$ cat src/rtl/ghostbus_arb2_if.sv
`default_nettype none
// +----------------------------------------------------------------------+
// | ghostbus_arb2_if : host request/ack pairs plus downstream ghostbus    |
// | Rev 1.0                                                              |
// +----------------------------------------------------------------------+
interface ghostbus_arb2_if #(
    parameter int AW = 24,
    parameter int DW = 32
);
    logic          h0_req;
    logic          h0_we;
    logic [AW-1:0] h0_addr;
    logic [DW-1:0] h0_wdata;
    logic          h0_ack;
    logic [DW-1:0] h0_rdata;
    logic          h1_req;
    logic          h1_we;
    logic [AW-1:0] h1_addr;
    logic [DW-1:0] h1_wdata;
    logic          h1_ack;
    logic [DW-1:0] h1_rdata;
    logic [AW-1:0] gb_addr;
    logic [DW-1:0] gb_wdata;
    logic          gb_we;
    logic          gb_re;
    logic [DW-1:0] gb_rdata;
    logic [1:0]    grant;

    // Arbiter view
    modport slave (
        input  h0_req, h0_we, h0_addr, h0_wdata,
        input  h1_req, h1_we, h1_addr, h1_wdata,
        input  gb_rdata,
        output h0_ack, h0_rdata, h1_ack, h1_rdata,
        output gb_addr, gb_wdata, gb_we, gb_re, grant
    );

    // Hosts plus downstream register tree view
    modport master (
        output h0_req, h0_we, h0_addr, h0_wdata,
        output h1_req, h1_we, h1_addr, h1_wdata,
        output gb_rdata,
        input  h0_ack, h0_rdata, h1_ack, h1_rdata,
        input  gb_addr, gb_wdata, gb_we, gb_re, grant
    );
endinterface
`default_nettype wire

$ cat src/rtl/ghostbus_arb2.sv
`default_nettype none
// +----------------------------------------------------------------------+
// | ghostbus_arb2 : two-host arbiter serialising single-word transactions|
// | onto one fixed-latency ghostbus. GHOSTBUS_ARB_FIXED_PRIO_EN selects  |
// | fixed priority (h0 wins); default is round-robin.                    |
// | Rev 1.0                                                              |
// +----------------------------------------------------------------------+
module ghostbus_arb2 #(
    parameter int AW           = 24,
    parameter int DW           = 32,
    parameter int READ_LATENCY = 2
) (
    input  wire logic      clk,
    input  wire logic      rst_n,
    ghostbus_arb2_if.slave bus
);
    localparam logic [1:0] S_IDLE    = 2'd0;
    localparam logic [1:0] S_WR      = 2'd1;
    localparam logic [1:0] S_RD_WAIT = 2'd2;
    localparam logic [1:0] S_DONE    = 2'd3;
    localparam logic [3:0] C_LAT     = 4'(READ_LATENCY);

    logic [1:0]    state_q, state_d;
    logic [3:0]    cnt_q, cnt_d;
    logic [1:0]    grant_q, grant_d;
    logic [1:0]    ack_q, ack_d;
    logic          gb_we_q, gb_we_d;
    logic          gb_re_q, gb_re_d;
    logic [AW-1:0] gb_addr_q, gb_addr_d;
    logic [DW-1:0] gb_wdata_q, gb_wdata_d;
    logic [DW-1:0] rdata0_q, rdata0_d;
    logic [DW-1:0] rdata1_q, rdata1_d;
    logic [1:0]    elig;
    logic          pick;

    // A host being acked this cycle cannot be granted again in the same cycle
    assign elig = {bus.h1_req & ~ack_q[1], bus.h0_req & ~ack_q[0]};

`ifdef GHOSTBUS_ARB_FIXED_PRIO_EN
    assign pick = ~elig[0];
`else
    logic last_q, last_d;

    assign pick = (&elig) ? ~last_q : elig[1];

    always_comb begin
        last_d = last_q;
        if (state_q == S_IDLE && |elig) begin
            last_d = pick;
        end
    end

    always_ff @(posedge clk or negedge rst_n) begin
        if (!rst_n) begin
            last_q <= 1'b1;
        end else begin
            last_q <= last_d;
        end
    end
`endif

    always_comb begin
        state_d    = state_q;
        cnt_d      = cnt_q;
        grant_d    = grant_q;
        ack_d      = 2'b00;
        gb_we_d    = 1'b0;
        gb_re_d    = 1'b0;
        gb_addr_d  = gb_addr_q;
        gb_wdata_d = gb_wdata_q;
        rdata0_d   = rdata0_q;
        rdata1_d   = rdata1_q;
        case (state_q)
            S_IDLE: begin
                if (|elig) begin
                    grant_d    = pick ? 2'b10 : 2'b01;
                    gb_addr_d  = pick ? bus.h1_addr  : bus.h0_addr;
                    gb_wdata_d = pick ? bus.h1_wdata : bus.h0_wdata;
                    if (pick ? bus.h1_we : bus.h0_we) begin
                        state_d = S_WR;
                        gb_we_d = 1'b1;
                    end else begin
                        state_d = S_RD_WAIT;
                        gb_re_d = 1'b1;
                        cnt_d   = C_LAT;
                    end
                end
            end
            S_WR: begin
                state_d = S_DONE;
                ack_d   = grant_q;
            end
            S_RD_WAIT: begin
                // Counter holds READ_LATENCY in the strobe cycle, so zero marks valid data
                if (cnt_q == 4'd0) begin
                    state_d = S_DONE;
                    ack_d   = grant_q;
                    if (grant_q[1]) begin
                        rdata1_d = bus.gb_rdata;
                    end else begin
                        rdata0_d = bus.gb_rdata;
                    end
                end else begin
                    cnt_d = cnt_q - 4'd1;
                end
            end
            S_DONE: begin
                state_d = S_IDLE;
                grant_d = 2'b00;
            end
            default: begin
                state_d = S_IDLE;
                grant_d = 2'b00;
            end
        endcase
    end

    always_ff @(posedge clk or negedge rst_n) begin
        if (!rst_n) begin
            state_q    <= S_IDLE;
            cnt_q      <= 4'd0;
            grant_q    <= 2'b00;
            ack_q      <= 2'b00;
            gb_we_q    <= 1'b0;
            gb_re_q    <= 1'b0;
            gb_addr_q  <= '0;
            gb_wdata_q <= '0;
            rdata0_q   <= '0;
            rdata1_q   <= '0;
        end else begin
            state_q    <= state_d;
            cnt_q      <= cnt_d;
            grant_q    <= grant_d;
            ack_q      <= ack_d;
            gb_we_q    <= gb_we_d;
            gb_re_q    <= gb_re_d;
            gb_addr_q  <= gb_addr_d;
            gb_wdata_q <= gb_wdata_d;
            rdata0_q   <= rdata0_d;
            rdata1_q   <= rdata1_d;
        end
    end

    assign bus.h0_ack   = ack_q[0];
    assign bus.h1_ack   = ack_q[1];
    assign bus.h0_rdata = rdata0_q;
    assign bus.h1_rdata = rdata1_q;
    assign bus.gb_addr  = gb_addr_q;
    assign bus.gb_wdata = gb_wdata_q;
    assign bus.gb_we    = gb_we_q;
    assign bus.gb_re    = gb_re_q;
    assign bus.grant    = grant_q;
endmodule
`default_nettype wire

$ cat src/flat_wrapper.sv
// flat-port wrapper written by rule: the top's interface ports become plain ports
module ghostbus_arb2_flat 
#(
    parameter int AW           = 24,
    parameter int DW           = 32,
    parameter int READ_LATENCY = 2
)
  (clk, rst_n, bus_h0_req, bus_h0_we, bus_h0_addr, bus_h0_wdata, bus_h1_req, bus_h1_we, bus_h1_addr, bus_h1_wdata, bus_gb_rdata, bus_h0_ack, bus_h0_rdata, bus_h1_ack, bus_h1_rdata, bus_gb_addr, bus_gb_wdata, bus_gb_we, bus_gb_re, bus_grant);
  ghostbus_arb2_if #(.AW(AW), .DW(DW)) bus_i ();
  input  wire logic clk;
  input  wire logic rst_n;
  input wire logic [$bits(bus_i.h0_req)-1:0] bus_h0_req;
  input wire logic [$bits(bus_i.h0_we)-1:0] bus_h0_we;
  input wire logic [$bits(bus_i.h0_addr)-1:0] bus_h0_addr;
  input wire logic [$bits(bus_i.h0_wdata)-1:0] bus_h0_wdata;
  input wire logic [$bits(bus_i.h1_req)-1:0] bus_h1_req;
  input wire logic [$bits(bus_i.h1_we)-1:0] bus_h1_we;
  input wire logic [$bits(bus_i.h1_addr)-1:0] bus_h1_addr;
  input wire logic [$bits(bus_i.h1_wdata)-1:0] bus_h1_wdata;
  input wire logic [$bits(bus_i.gb_rdata)-1:0] bus_gb_rdata;
  output wire logic [$bits(bus_i.h0_ack)-1:0] bus_h0_ack;
  output wire logic [$bits(bus_i.h0_rdata)-1:0] bus_h0_rdata;
  output wire logic [$bits(bus_i.h1_ack)-1:0] bus_h1_ack;
  output wire logic [$bits(bus_i.h1_rdata)-1:0] bus_h1_rdata;
  output wire logic [$bits(bus_i.gb_addr)-1:0] bus_gb_addr;
  output wire logic [$bits(bus_i.gb_wdata)-1:0] bus_gb_wdata;
  output wire logic [$bits(bus_i.gb_we)-1:0] bus_gb_we;
  output wire logic [$bits(bus_i.gb_re)-1:0] bus_gb_re;
  output wire logic [$bits(bus_i.grant)-1:0] bus_grant;
  assign bus_i.h0_req = bus_h0_req;
  assign bus_i.h0_we = bus_h0_we;
  assign bus_i.h0_addr = bus_h0_addr;
  assign bus_i.h0_wdata = bus_h0_wdata;
  assign bus_i.h1_req = bus_h1_req;
  assign bus_i.h1_we = bus_h1_we;
  assign bus_i.h1_addr = bus_h1_addr;
  assign bus_i.h1_wdata = bus_h1_wdata;
  assign bus_i.gb_rdata = bus_gb_rdata;
  assign bus_h0_ack = bus_i.h0_ack;
  assign bus_h0_rdata = bus_i.h0_rdata;
  assign bus_h1_ack = bus_i.h1_ack;
  assign bus_h1_rdata = bus_i.h1_rdata;
  assign bus_gb_addr = bus_i.gb_addr;
  assign bus_gb_wdata = bus_i.gb_wdata;
  assign bus_gb_we = bus_i.gb_we;
  assign bus_gb_re = bus_i.gb_re;
  assign bus_grant = bus_i.grant;
  ghostbus_arb2 #(.AW(AW), .DW(DW), .READ_LATENCY(READ_LATENCY)) u_core (.clk(clk), .rst_n(rst_n), .bus(bus_i));
endmodule
$ cat config.mk
export PLATFORM = sky130hd
export DESIGN_NAME = ghostbus_arb2_flat
export DESIGN_NICKNAME = d
export VERILOG_FILES = /design/src/rtl/ghostbus_arb2_if.sv /design/src/rtl/ghostbus_arb2.sv /design/src/flat_wrapper.sv
export SDC_FILE = /design/constraint.sdc
export NUM_CORES = 1
export LEC_CHECK = 0
export CAP_MARGIN = 5
export CORE_UTILIZATION = 44
export DETAILED_ROUTE_END_ITERATION = 12
export HOLD_SLACK_MARGIN = 0.03
export PLACE_DENSITY_LB_ADDON = 0.08
export SLEW_MARGIN = 20
export SYNTH_ARGS = -nofsm -noshare
export SYNTH_HDL_FRONTEND = slang
export SYNTH_SLANG_ARGS = --single-unit
$ cat constraint.sdc
create_clock -name clk -period 4.8 [get_ports clk]
set_input_delay 0.72 -clock clk [delete_from_list [all_inputs] [get_ports clk]]
set_output_delay 0.72 -clock clk [all_outputs]
set_load 0.01 [all_outputs]
==> impl_metrics.py <==
metrics = {
    "global_route": {
        "grt_pass1_vias": 4510,
        "grt_pass1_wl_um": 23000,
        "grt-ovfl-total": 0,
        "grt_use_total_pct": 22.9,
        "grt_start_max_net_pins": 47,
        "antenna_found_initial": 0,
    },
    "detailed_routing": {
        "wl_met1_um": 5720,
        "drc": 0,
        "wl_um": 15400,
        "wl_met3_um": 1360,
        "firstDrtPassIters": 4,
        "detail-route-antenna-nets": 0,
        "drt-vias-per-instance": 4.91,
        "dr_wl_met2_um": 7820,
        "route.top_layer_used": "met4",
        "drt_iter0_markers": 179,
        "avgRoutedWirePerCell_um": 16.8,
        "vias": 4485,
    },
    "final_layout": {
        "area_delta_synth_final_pct": 60.5,
        "drive_gt1_share_pct": 11.5,
        "insertedDiodeCount": 0,
        "final_nets": 886,
        "final_util_pct": 72.8,
        "num-fill-cells": 906,
        "fin_cells": 913,
        "finalInstanceArea_um2": 9220,
    },
    "die": {
        "die_x_um": 116,
        "ioPinCount": 276,
        "num_rows": 41,
        "initial_utilization_pct": 45.3,
        "die_h_um": 116,
        "core_area_um2": 12700,
        "die_area_um2": 13500,
    },
    "clocking": {
        "cts_setup_buffers": 0,
        "cts_hold_buf": 0,
        "clk_pin_slew_ns": 0.05,
        "cts_num_sinks": 133,
        "clk_latency_ns": 0.41,
        "cts_tree": "yes",
        "post_cts_resize_count": 0,
        "cts_buffer_depth": 2,
        "clk_root_buffer_cell": "clkbuf_16",
        "htreeDepth": 4,
        "cts_buffers": 17,
    },
    "sta": {
        "slew_headroom_pct": 32.2,
        "setup_slack_ns": 2.09,
        "period_share_pct": 56.4,
        "hold_ws_ns": 0.311,
        "finalCriticalPeriod_ns": 2.71,
        "setup_viol": 0,
        "final.setup.tns_ns": 0,
        "worst_slew_pin_slew_ns": 1.01,
        "slew_viol_final": 0,
        "hold_viol": 0,
        "fmax_mhz": 369,
        "rsz0062_at_grt": "no",
        "fin_worst_skew_ns": 0.00754,
    },
    "worst_setup_path": {
        "cp-startpoint": "u_core.state_q[0]$_DFFE_PN0P_",
        "r2r_start": "u_core.state_q[0]$_DFFE_PN0P_",
        "critical_path_required_ns": 5.13,
        "worstSetupPathType": "reg -> reg",
        "cp_max_fo": 45,
        "arrival_ns": 3.03,
        "end_kind": "flip-flop",
        "start_kind": "flip-flop",
    },
    "job": {
        "drv_cap": 0,
    },
    "synthesis": {
        "synth_cell_types": 33,
        "synth_fp_nets": 612,
        "ys_seq_elements": 133,
        "avgSynthCellArea_um2": 12.6,
        "synthCells": 455,
        "netlist_area_um2": 5750,
        "synth_warnings": 0,
        "synth-seq-area-share_pct": 57.9,
    },
    "place": {
        "dp_slack_ns": 1.84,
        "routabilityCongestion": 0.829,
        "dp_cells": 882,
        "hpwl_um": 11300,
        "post_dp_cell_area_um2": 8620,
        "port_buffers": 275,
    },
    "pwr": {
        "p_leak_nw": 4.05,
        "ir_drop_mv": 0.337,
        "power_mw": 5.86,
        "powerDensity_nw_per_um2": 636,
    },
    "min_path": {
        "hp-class": "in -> async",
    },
    "status": {
        "status": "completed",
    },
}
-- cell type report --
| class | count | area, um^2 | share of cell area [%] |
|---|---|---|---|
| clock buffers | 21 | 470 | 5.10 |
| clock inverters | 10 | 129 | 1.40 |
| inverters | 8 | 30.0 | 0.326 |
| multi-input cells | 287 | 2230 | 24.2 |
| flip-flops and latches | 133 | 3330 | 36.1 |
| well taps | 172 | 215 | 2.33 |
| repair buffers | 282 | 2820 | 30.5 |
-- cells by family after synthesis --
logic type | count (synthesis) | share of synthesized area (%)
flops | 133 | 57.9
simple gates | 81 | 6.19
mux | 127 | 23.9
compound gates | 72 | 7.12
fa+ha+maj | 7 | 1.52
buf+inv | 35 | 3.35
-- state kept, by name, indices dropped and copies added (netlist names) --
name,flops
u_core.bus.gb_wdata,32
u_core.bus.h0_rdata,32
u_core.bus.h1_rdata,32
u_core.bus.gb_addr,24
u_core.cnt_q,4
u_core.ack_q,2
u_core.bus.grant,2
u_core.state_q,2
u_core.bus.gb_re,1
u_core.bus.gb_we,1
u_core.last_q,1
-- report_power, final --
part	switching [mW]	internal, mW
sequential	0.289	1.68
combinational	1.13	1.48
clock	0.449	0.849
-- final timing paths --
check                                                           end  slack (ns)  depth (start not counted)
max in group asynchronous        u_core.bus.gb_addr[13]$_DFFE_PN0P_        3.48                          2
worst min register to register  u_core.bus.h0_rdata[22]$_DFFE_PN0P_        0.48                          1
worst min-delay path            u_core.bus.h0_rdata[11]$_DFFE_PN0P_        0.31                          1
worst max register to register  u_core.bus.gb_wdata[19]$_DFFE_PN0P_        2.09                          7
min in group clk                u_core.bus.h0_rdata[22]$_DFFE_PN0P_        0.48                          1
worst max-delay path            u_core.bus.gb_wdata[19]$_DFFE_PN0P_        2.09                          7
-- worst max-delay path, cell delays in order (launching register included) --
cell     delay, ns
dfrtp_1       0.41
inv_1         0.13
ha_1          0.36
inv_2         0.15
a21oi_4       0.79
buf_4         0.49
nor2_1        0.11
a21oi_1       0.17
-- cell usage after synthesis (all sizes together) --
library cell	count	area share [%]
nor3	1	0.087
clkbuf	5	0.33
inv	8	0.52
o21bai	1	0.33
o21ai	3	0.33
and2	1	0.11
buf	22	2.5
a211o	2	0.30
nand2b	2	0.48
o31ai	1	0.13
mux2i	60	11
and3b	1	0.15
dfrtp	132	57
nand4b	2	0.30
dfstp	1	0.46
o2bb2ai	1	0.15
a311oi	1	0.26
a21oi	61	5.4
and4bb	1	0.28
mux2	67	13
o22ai	1	0.11
ha	7	1.5
a22oi	1	0.13
nor2	66	4.3
nand2	7	0.46
-- layout by cell type (no fill, tap or decap), drive strengths merged, types with 7 or more instances in the layout --
cell	Yosys	final
inv	8	8
nand2	7	7
clkdlybuf4s50	0	274
mux2	67	67
a21oi	61	61
clkbuf	5	21
ha	7	7
buf	22	8
dfrtp	132	132
clkinv	0	7
mux2i	60	60
nor2	66	66
-- metal layers --
metal | global-route usage (%) | vias to the layer above
met1 | 24.9 | 2121
met5 | 0 | -
met2 | 39.7 | 197
met4 | 10.9 | 0
li1 | - | 2132
met3 | 8.15 | 35
Note: power is estimated with default switching activity, not from simulation.
